**config.mk**
```make
export PLATFORM = sky130hd
export DESIGN_NAME = m_unit_issue_ctrl_flat
export DESIGN_NICKNAME = d
export VERILOG_FILES = /design/src/rtl/m_unit_issue_ctrl_pkg.sv /design/src/rtl/m_unit_issue_ctrl_if.sv /design/src/rtl/m_unit_issue_ctrl_decode.sv /design/src/rtl/m_unit_issue_ctrl.sv /design/src/flat_wrapper.sv
export SDC_FILE = /design/constraint.sdc
export NUM_CORES = 1
export LEC_CHECK = 0
export ABC_AREA = 1
export CORE_MARGIN = 1.5
export CORE_UTILIZATION = 25
export CTS_CLUSTER_SIZE = 12
export DETAILED_ROUTE_END_ITERATION = 8
export GPL_ROUTABILITY_DRIVEN = 1
export HOLD_SLACK_MARGIN = 0.12
export PLACE_DENSITY_LB_ADDON = 0.08
export SLEW_MARGIN = 20
export SYNTH_ARGS = -nofsm -noshare
export SYNTH_HDL_FRONTEND = slang
export SYNTH_HIERARCHICAL = 1
export SYNTH_SLANG_ARGS = --single-unit
export TNS_END_PERCENT = 10
```
**constraint.sdc**
```tcl
create_clock -name clk -period 5.1 [get_ports clk]
set_clock_uncertainty 0.1 [all_clocks]
set_input_delay 1.02 -clock clk [delete_from_list [all_inputs] [get_ports clk]]
set_output_delay 1.02 -clock clk [all_outputs]
set_load 0.01 [all_outputs]
```
**src/rtl/m_unit_issue_ctrl_pkg.sv**
```systemverilog
// rtl/m_unit_issue_ctrl_pkg.sv - shared types and constants for the M-unit issue sequencer
package m_issue_pkg;

    typedef enum logic [1:0] {
        IDLE,
        BUSY,
        DRAIN,
        DONE
    } state_t;

    localparam logic [6:0] OPC_OP          = 7'b0110011;
    localparam logic [6:0] FUNCT7_MULDIV   = 7'b0000001;
    localparam int         TIMEOUT_DEFAULT = 64;

    // An R-type op with the MULDIV funct7 is handled by the M unit
    function automatic logic is_muldiv(input logic [6:0] opcode, input logic [6:0] funct7);
        return (opcode == OPC_OP) && (funct7 == FUNCT7_MULDIV);
    endfunction

endpackage

```
**src/rtl/m_unit_issue_ctrl_if.sv**
```systemverilog
// rtl/m_unit_issue_ctrl_if.sv - EX/WB and M-unit signal bundle for the issue sequencer
interface m_unit_issue_ctrl_if;

    logic        ex_valid;
    logic [31:0] ex_instr;
    logic [31:0] ex_rs1;
    logic [31:0] ex_rs2;
    logic [4:0]  ex_rd_addr;
    logic        flush;
    logic        wb_ready;
    logic        stall;
    logic        res_valid;
    logic [31:0] res_data;
    logic [4:0]  res_rd_addr;
    logic        m_valid;
    logic [31:0] m_instr;
    logic [31:0] m_rs1;
    logic [31:0] m_rs2;
    logic        m_wr;
    logic [31:0] m_rd;
    logic        m_busy;
    logic        m_ready;
    logic        timeout_err;

    modport master (
        input  ex_valid, ex_instr, ex_rs1, ex_rs2, ex_rd_addr, flush, wb_ready,
        input  m_wr, m_rd, m_busy, m_ready,
        output stall, res_valid, res_data, res_rd_addr,
        output m_valid, m_instr, m_rs1, m_rs2, timeout_err
    );

    modport slave (
        output ex_valid, ex_instr, ex_rs1, ex_rs2, ex_rd_addr, flush, wb_ready,
        output m_wr, m_rd, m_busy, m_ready,
        input  stall, res_valid, res_data, res_rd_addr,
        input  m_valid, m_instr, m_rs1, m_rs2, timeout_err
    );

endinterface

```
**src/rtl/m_unit_issue_ctrl_decode.sv**
```systemverilog
// rtl/m_unit_issue_ctrl_decode.sv - combinational M-extension op detect
module m_issue_decode
    import m_issue_pkg::*;
(
    input  logic [31:0] instr,
    output logic        is_m
);

    // funct3 and register fields do not affect routing to the M unit
    logic unused_fields;
    assign unused_fields = ^instr[24:7];

    assign is_m = is_muldiv(instr[6:0], instr[31:25]);

endmodule

```
**src/rtl/m_unit_issue_ctrl.sv**
```systemverilog
// rtl/m_unit_issue_ctrl.sv - EX-to-M-unit issue sequencer with flush drain and hang timeout
module m_unit_issue_ctrl
    import m_issue_pkg::*;
#(
    parameter int TIMEOUT_CYCLES = TIMEOUT_DEFAULT
) (
    input  logic                clk,
    input  logic                reset,
    m_unit_issue_ctrl_if.master bus
);

    localparam int                CNT_W = $clog2(TIMEOUT_CYCLES + 1);
    localparam logic [CNT_W-1:0] CNT_LAST = CNT_W'(TIMEOUT_CYCLES - 1);

    state_t           state;
    logic [CNT_W-1:0] cnt;
    logic             m_valid_q;
    logic             res_valid_q;
    logic             timeout_q;
    logic [31:0]      instr_q;
    logic [31:0]      rs1_q;
    logic [31:0]      rs2_q;
    logic [4:0]       rd_q;
    logic [31:0]      res_data_q;
    logic [4:0]       res_rd_q;
    logic             is_m;
    logic             launch;
    logic             stall_c;

    // Busy is informational; completion is signalled solely by m_ready
    logic unused_busy;
    assign unused_busy = bus.m_busy;

    m_issue_decode u_decode (
        .instr (bus.ex_instr),
        .is_m  (is_m)
    );

    assign launch = bus.ex_valid & is_m & ~bus.flush;

    // Pipeline freeze: immediate on launch, held while waiting, released by writeback
    always_comb begin
        stall_c = 1'b0;
        case (state)
            IDLE:    stall_c = launch;
            BUSY:    stall_c = 1'b1;
            DRAIN:   stall_c = launch;
            DONE:    stall_c = ~bus.wb_ready;
            default: stall_c = 1'b0;
        endcase
    end

    // Issue FSM, timeout counter and result buffer
    always_ff @(posedge clk or posedge reset) begin
        if (reset) begin
            state       <= IDLE;
            cnt         <= '0;
            m_valid_q   <= 1'b0;
            res_valid_q <= 1'b0;
            timeout_q   <= 1'b0;
            instr_q     <= '0;
            rs1_q       <= '0;
            rs2_q       <= '0;
            rd_q        <= '0;
            res_data_q  <= '0;
            res_rd_q    <= '0;
        end else begin
            case (state)
                IDLE: begin
                    if (launch) begin
                        instr_q   <= bus.ex_instr;
                        rs1_q     <= bus.ex_rs1;
                        rs2_q     <= bus.ex_rs2;
                        rd_q      <= bus.ex_rd_addr;
                        cnt       <= '0;
                        m_valid_q <= 1'b1;
                        state     <= BUSY;
                    end
                end
                BUSY: begin
                    cnt <= cnt + 1'b1;
                    if (bus.m_ready) begin
                        m_valid_q <= 1'b0;
                        if (bus.flush || !bus.m_wr) begin
                            state <= IDLE;
                        end else begin
                            res_data_q  <= bus.m_rd;
                            res_rd_q    <= rd_q;
                            res_valid_q <= 1'b1;
                            state       <= DONE;
                        end
                    end else if (bus.flush) begin
                        // Unit cannot abort; keep the request up and discard its answer
                        cnt   <= '0;
                        state <= DRAIN;
                    end else if (cnt == CNT_LAST) begin
                        timeout_q <= 1'b1;
                        m_valid_q <= 1'b0;
                        state     <= IDLE;
                    end
                end
                DRAIN: begin
                    cnt <= cnt + 1'b1;
                    if (bus.m_ready) begin
                        m_valid_q <= 1'b0;
                        state     <= IDLE;
                    end else if (cnt == CNT_LAST) begin
                        timeout_q <= 1'b1;
                        m_valid_q <= 1'b0;
                        state     <= IDLE;
                    end
                end
                DONE: begin
                    if (bus.flush || bus.wb_ready) begin
                        res_valid_q <= 1'b0;
                        state       <= IDLE;
                    end
                end
                default: state <= IDLE;
            endcase
        end
    end

    assign bus.stall       = stall_c & ~reset;
    assign bus.m_valid     = m_valid_q;
    assign bus.m_instr     = instr_q;
    assign bus.m_rs1       = rs1_q;
    assign bus.m_rs2       = rs2_q;
    assign bus.res_valid   = res_valid_q;
    assign bus.res_data    = res_data_q;
    assign bus.res_rd_addr = res_rd_q;
    assign bus.timeout_err = timeout_q;

    // The unit only answers an outstanding request
    a_ready_in_flight: assert property (@(posedge clk) disable iff (reset)
        bus.m_ready |-> (state == BUSY || state == DRAIN));

    // Completion is a one-cycle pulse
    a_ready_pulse: assert property (@(posedge clk) disable iff (reset)
        bus.m_ready |=> !bus.m_ready);

endmodule
```
**src/flat_wrapper.sv**
```systemverilog
// flat-port wrapper written by rule: the top's interface ports become plain ports
module m_unit_issue_ctrl_flat import m_issue_pkg::*;
#(
    parameter int TIMEOUT_CYCLES = TIMEOUT_DEFAULT
)
  (clk, reset, bus_ex_valid, bus_ex_instr, bus_ex_rs1, bus_ex_rs2, bus_ex_rd_addr, bus_flush, bus_wb_ready, bus_m_wr, bus_m_rd, bus_m_busy, bus_m_ready, bus_stall, bus_res_valid, bus_res_data, bus_res_rd_addr, bus_m_valid, bus_m_instr, bus_m_rs1, bus_m_rs2, bus_timeout_err);
  m_unit_issue_ctrl_if bus_i ();
  input  logic clk;
  input  logic reset;
  input wire logic [$bits(bus_i.ex_valid)-1:0] bus_ex_valid;
  input wire logic [$bits(bus_i.ex_instr)-1:0] bus_ex_instr;
  input wire logic [$bits(bus_i.ex_rs1)-1:0] bus_ex_rs1;
  input wire logic [$bits(bus_i.ex_rs2)-1:0] bus_ex_rs2;
  input wire logic [$bits(bus_i.ex_rd_addr)-1:0] bus_ex_rd_addr;
  input wire logic [$bits(bus_i.flush)-1:0] bus_flush;
  input wire logic [$bits(bus_i.wb_ready)-1:0] bus_wb_ready;
  input wire logic [$bits(bus_i.m_wr)-1:0] bus_m_wr;
  input wire logic [$bits(bus_i.m_rd)-1:0] bus_m_rd;
  input wire logic [$bits(bus_i.m_busy)-1:0] bus_m_busy;
  input wire logic [$bits(bus_i.m_ready)-1:0] bus_m_ready;
  output wire logic [$bits(bus_i.stall)-1:0] bus_stall;
  output wire logic [$bits(bus_i.res_valid)-1:0] bus_res_valid;
  output wire logic [$bits(bus_i.res_data)-1:0] bus_res_data;
  output wire logic [$bits(bus_i.res_rd_addr)-1:0] bus_res_rd_addr;
  output wire logic [$bits(bus_i.m_valid)-1:0] bus_m_valid;
  output wire logic [$bits(bus_i.m_instr)-1:0] bus_m_instr;
  output wire logic [$bits(bus_i.m_rs1)-1:0] bus_m_rs1;
  output wire logic [$bits(bus_i.m_rs2)-1:0] bus_m_rs2;
  output wire logic [$bits(bus_i.timeout_err)-1:0] bus_timeout_err;
  assign bus_i.ex_valid = bus_ex_valid;
  assign bus_i.ex_instr = bus_ex_instr;
  assign bus_i.ex_rs1 = bus_ex_rs1;
  assign bus_i.ex_rs2 = bus_ex_rs2;
  assign bus_i.ex_rd_addr = bus_ex_rd_addr;
  assign bus_i.flush = bus_flush;
  assign bus_i.wb_ready = bus_wb_ready;
  assign bus_i.m_wr = bus_m_wr;
  assign bus_i.m_rd = bus_m_rd;
  assign bus_i.m_busy = bus_m_busy;
  assign bus_i.m_ready = bus_m_ready;
  assign bus_stall = bus_i.stall;
  assign bus_res_valid = bus_i.res_valid;
  assign bus_res_data = bus_i.res_data;
  assign bus_res_rd_addr = bus_i.res_rd_addr;
  assign bus_m_valid = bus_i.m_valid;
  assign bus_m_instr = bus_i.m_instr;
  assign bus_m_rs1 = bus_i.m_rs1;
  assign bus_m_rs2 = bus_i.m_rs2;
  assign bus_timeout_err = bus_i.timeout_err;
  m_unit_issue_ctrl #(.TIMEOUT_CYCLES(TIMEOUT_CYCLES)) u_core (.clk(clk), .reset(reset), .bus(bus_i));
endmodule
```
==> results.md <==
- Hold Crit Start: u_core/rd_q[3]
- Final setup fails: 0
- R2r setup slk: 2.47 ns
- Port-buffer cells: approximately 280
- Final WL: roughly 20,000 µm
- Met1 Use GR: 20.72%
- Seq/Total Area, Yosys: 59.24%
- Syn avg cell area: 8.632 µm²
- Residual DRC: 0
- Clk sink count: 150
- Synth Register Bits: 150
- Pre-CTS setup slack: roughly 0.65 ns
- Top Usage Layer GRT: met2
- Wire length per cell: 14.90 µm
- Pint: approximately 2600 µW
- Vias post-DR: 5,572
- Worst-path fanout max: 24
- Worst r2r path cells: 8
- DP HPWL: 13,560 µm
- Fin nets: about 1,100
- RSZ-0062 raised after global routing: no
- WS Path Type: input port to output port
- Grt total ovfl: 0
- Least-Margin Pin Slew: 0.9420 ns
- Post-CTS Resized: 0
- Vias in the first global route: 5,394
- Critical Path AT: ~3.3 ns
- WHS Endpoint: u_core/bus.res_rd_addr[3]
- Vias/cell: 4.164
- Fmax: 226.4 MHz
- First-pass GRT wire length: 31,120 µm
- DRT iter0 DRCs: 247
- Total GRT Usage: 15.35%
- CP Capture Type: output port
- Worst hold path type: register to register
- Most frequent cells in the layout: nand2_1 (358), clkdlybuf4s50_1 (276), dfrtp_1 (150), nand3_1 (112), inv_1 (25)
- Yosys warnings: 6
- Worst R2R End: u_core/cnt[5]
- Final min period: 4.416 ns
- Reg2reg start: u_core/state[0]
- Root Buffer: clkbuf_16
- Post-synth top area share: 59.24%
- Worst IR Drop VDD: 210.6 µV
- Mapped Nets: around 900
- Initial Util: 25.31%
- Fin worst setup slack: 0.6837 ns
- H-tree Lvls: 4
- Number of failing hold endpoints at the final stage: 0
- Worst hold path cell count: 2
- Worst rel slew slack: 37.07%
- Run status: finished clean
- Most common cell after layout, fill and taps aside: nand2_1
- Initial antenna violation count: 1
- 1st-pass router iterations: 4
- Ratio of cells with drive above 1 in the final layout: 4.667%
- Post-Synthesis Cells: between 700 and 800
- Antenna-violating nets left: 0
- Sequential share of power: 38.3%
- Final hold slack: roughly 0.37 ns
- Area of the die: 26,310 µm²
- Psw: 1175 µW
- IO Count: approximately 280
- Synth-to-layout area growth: 56.42%
- Buffers inserted by post-CTS timing repair: 0
- Gp weighted congestion: 0.7549
- Die Width: between 150 and 200 µm
- Startpoint types: input port
- CTS clk-pin slew, worst paths: 0.06 ns
- Met3 GRT Util: 4.060%
- Max-Cap Viols: 0
- Area contributors post-synth: dfrtp_1 (59%), nand2_1 (21%), nand3_1 (8.8%), buf_6 (2.1%), buf_2 (1.8%)
- Unique cell type count in the Yosys netlist: 22
- Largest net degree at the start of global routing: 80
- Die Height: between 150 and 200 µm
- Layout Utilization: 39.59%
- Core footprint: around 25,000 µm²
- Pwr/cell area: 376.7 nW/µm²
- Slew Limit Fails: 0
- Cts bufs inserted: 17
- TNS Setup: 0 ns
- Met2 usage: roughly a quarter
- Sw Share: between 30% and 40%
- WP data required: 3.98 ns
- Syn Std Cell Area: 6336 µm²
- Clk Latency, worst-skew pair: 0.42 ns
- Final Cycle Share: 86.59%
- Clock power share: 34.0%
- Cell type with the largest total area after synthesis: dfrtp_1
- Comb pwr share: 27.7%
- Hold_buf cts: 0
- Clock Path Buffers: 2
- CTS tree: yes
- # rows: 58
- Leakage: roughly 0.0049 µW
final cells by class:
cell class,instances,area [µm²]
antenna,1,2.502
clock buffer,19,442.9
clock inverter,12,142.6
fill,2556,15130
inverter,29,113.9
multi-input combinational,513,2207
sequential,150,3754
tap,330,412.9
timing repair buffer,284,2835
power groups by stage:
stage          logic (µW)  clock network, µW  registers [µW]
6_report             1030               1270            1430
5_1_grt              1140               1360            1450
4_1_cts              1050               1320            1430
3_5_place_dp         1050                  0            1440
3_3_place_gp         1060                  0            1450
2_1_floorplan         433                  0            1510
routing by layer:
| layer | vias up | wire [µm] |
|---|---|---|
| met4 | 0 | 363 |
| met3 | 22 | 1307 |
| met5 | - | 0 |
| li1 | 2819 | - |
| met1 | 2564 | 9191 |
| met2 | 167 | 9070 |
state kept, by name, summed over array words and instances, names as in the netlist:
name / count
u_core/bus.res_data: 32
u_core/cnt: 7
u_core/bus.res_rd_addr: 5
u_core/bus.timeout_err: 1
u_core/bus.m_rs2: 32
u_core/state: 2
u_core/bus.m_instr: 32
u_core/rd_q: 5
u_core/bus.res_valid: 1
u_core/bus.m_rs1: 32
u_core/bus.m_valid: 1
worst max-delay path by stage:
stage	from	depth (start not counted)	endpoint
global route	bus_ex_instr[5]	10	bus_stall
detailed placement	bus_ex_instr[1]	9	bus_stall
global placement	bus_ex_instr[1]	9	bus_stall
finish	bus_ex_instr[1]	9	bus_stall
CTS	bus_ex_instr[1]	9	bus_stall
floorplan	bus_ex_instr[31]	10	bus_stall
critical path, stage by stage:
cell and delay (ns):
clkdlybuf4s50_1 0.48, nand2_1 0.05, nand3b_1 0.18, nor2_1 0.23, nand3_4 0.13, clkinv_2 0.27
o21ai_0 0.19, a21oi_1 0.18, clkdlybuf4s50_1 0.56
Yosys cell counts (all sizes together):
master	number
a21oi	4
buf	37
clkbuf	5
dfrtp	150
ha	6
inv	29
nand2	359
nand3	113
nand3b	2
nand4	2
nor2	16
nor3	1
o21ai	8
o21bai	1
xnor2	1
logic make-up after synthesis:
kind of cell / Yosys count / synth area share (%)
xor gates and xnor gates: 1 / 0.1383
DFF: 150 / 59.24
and+or+nand+nor: 493 / 31.99
AOI/OAI and AO/OA: 13 / 1.244
adders and majority gates: 6 / 1.185
buffers and inverters: 71 / 6.201
stage by stage:
| stage | cells | cell area (µm²) | power (µW) |
|---|---|---|---|
| final | 1338 | 9911 | 3733 |
| after global routing | 1338 | 9911 | 3951 |
| after CTS | 1337 | 9908 | 3799 |
| after detailed placement | 1306 | 9323 | 2495 |
| after global placement | 1306 | 9323 | 2505 |
| after floorplan | 734 | 6340 | 1944 |
No activity file was read; power rests on OpenSTA's default activity.
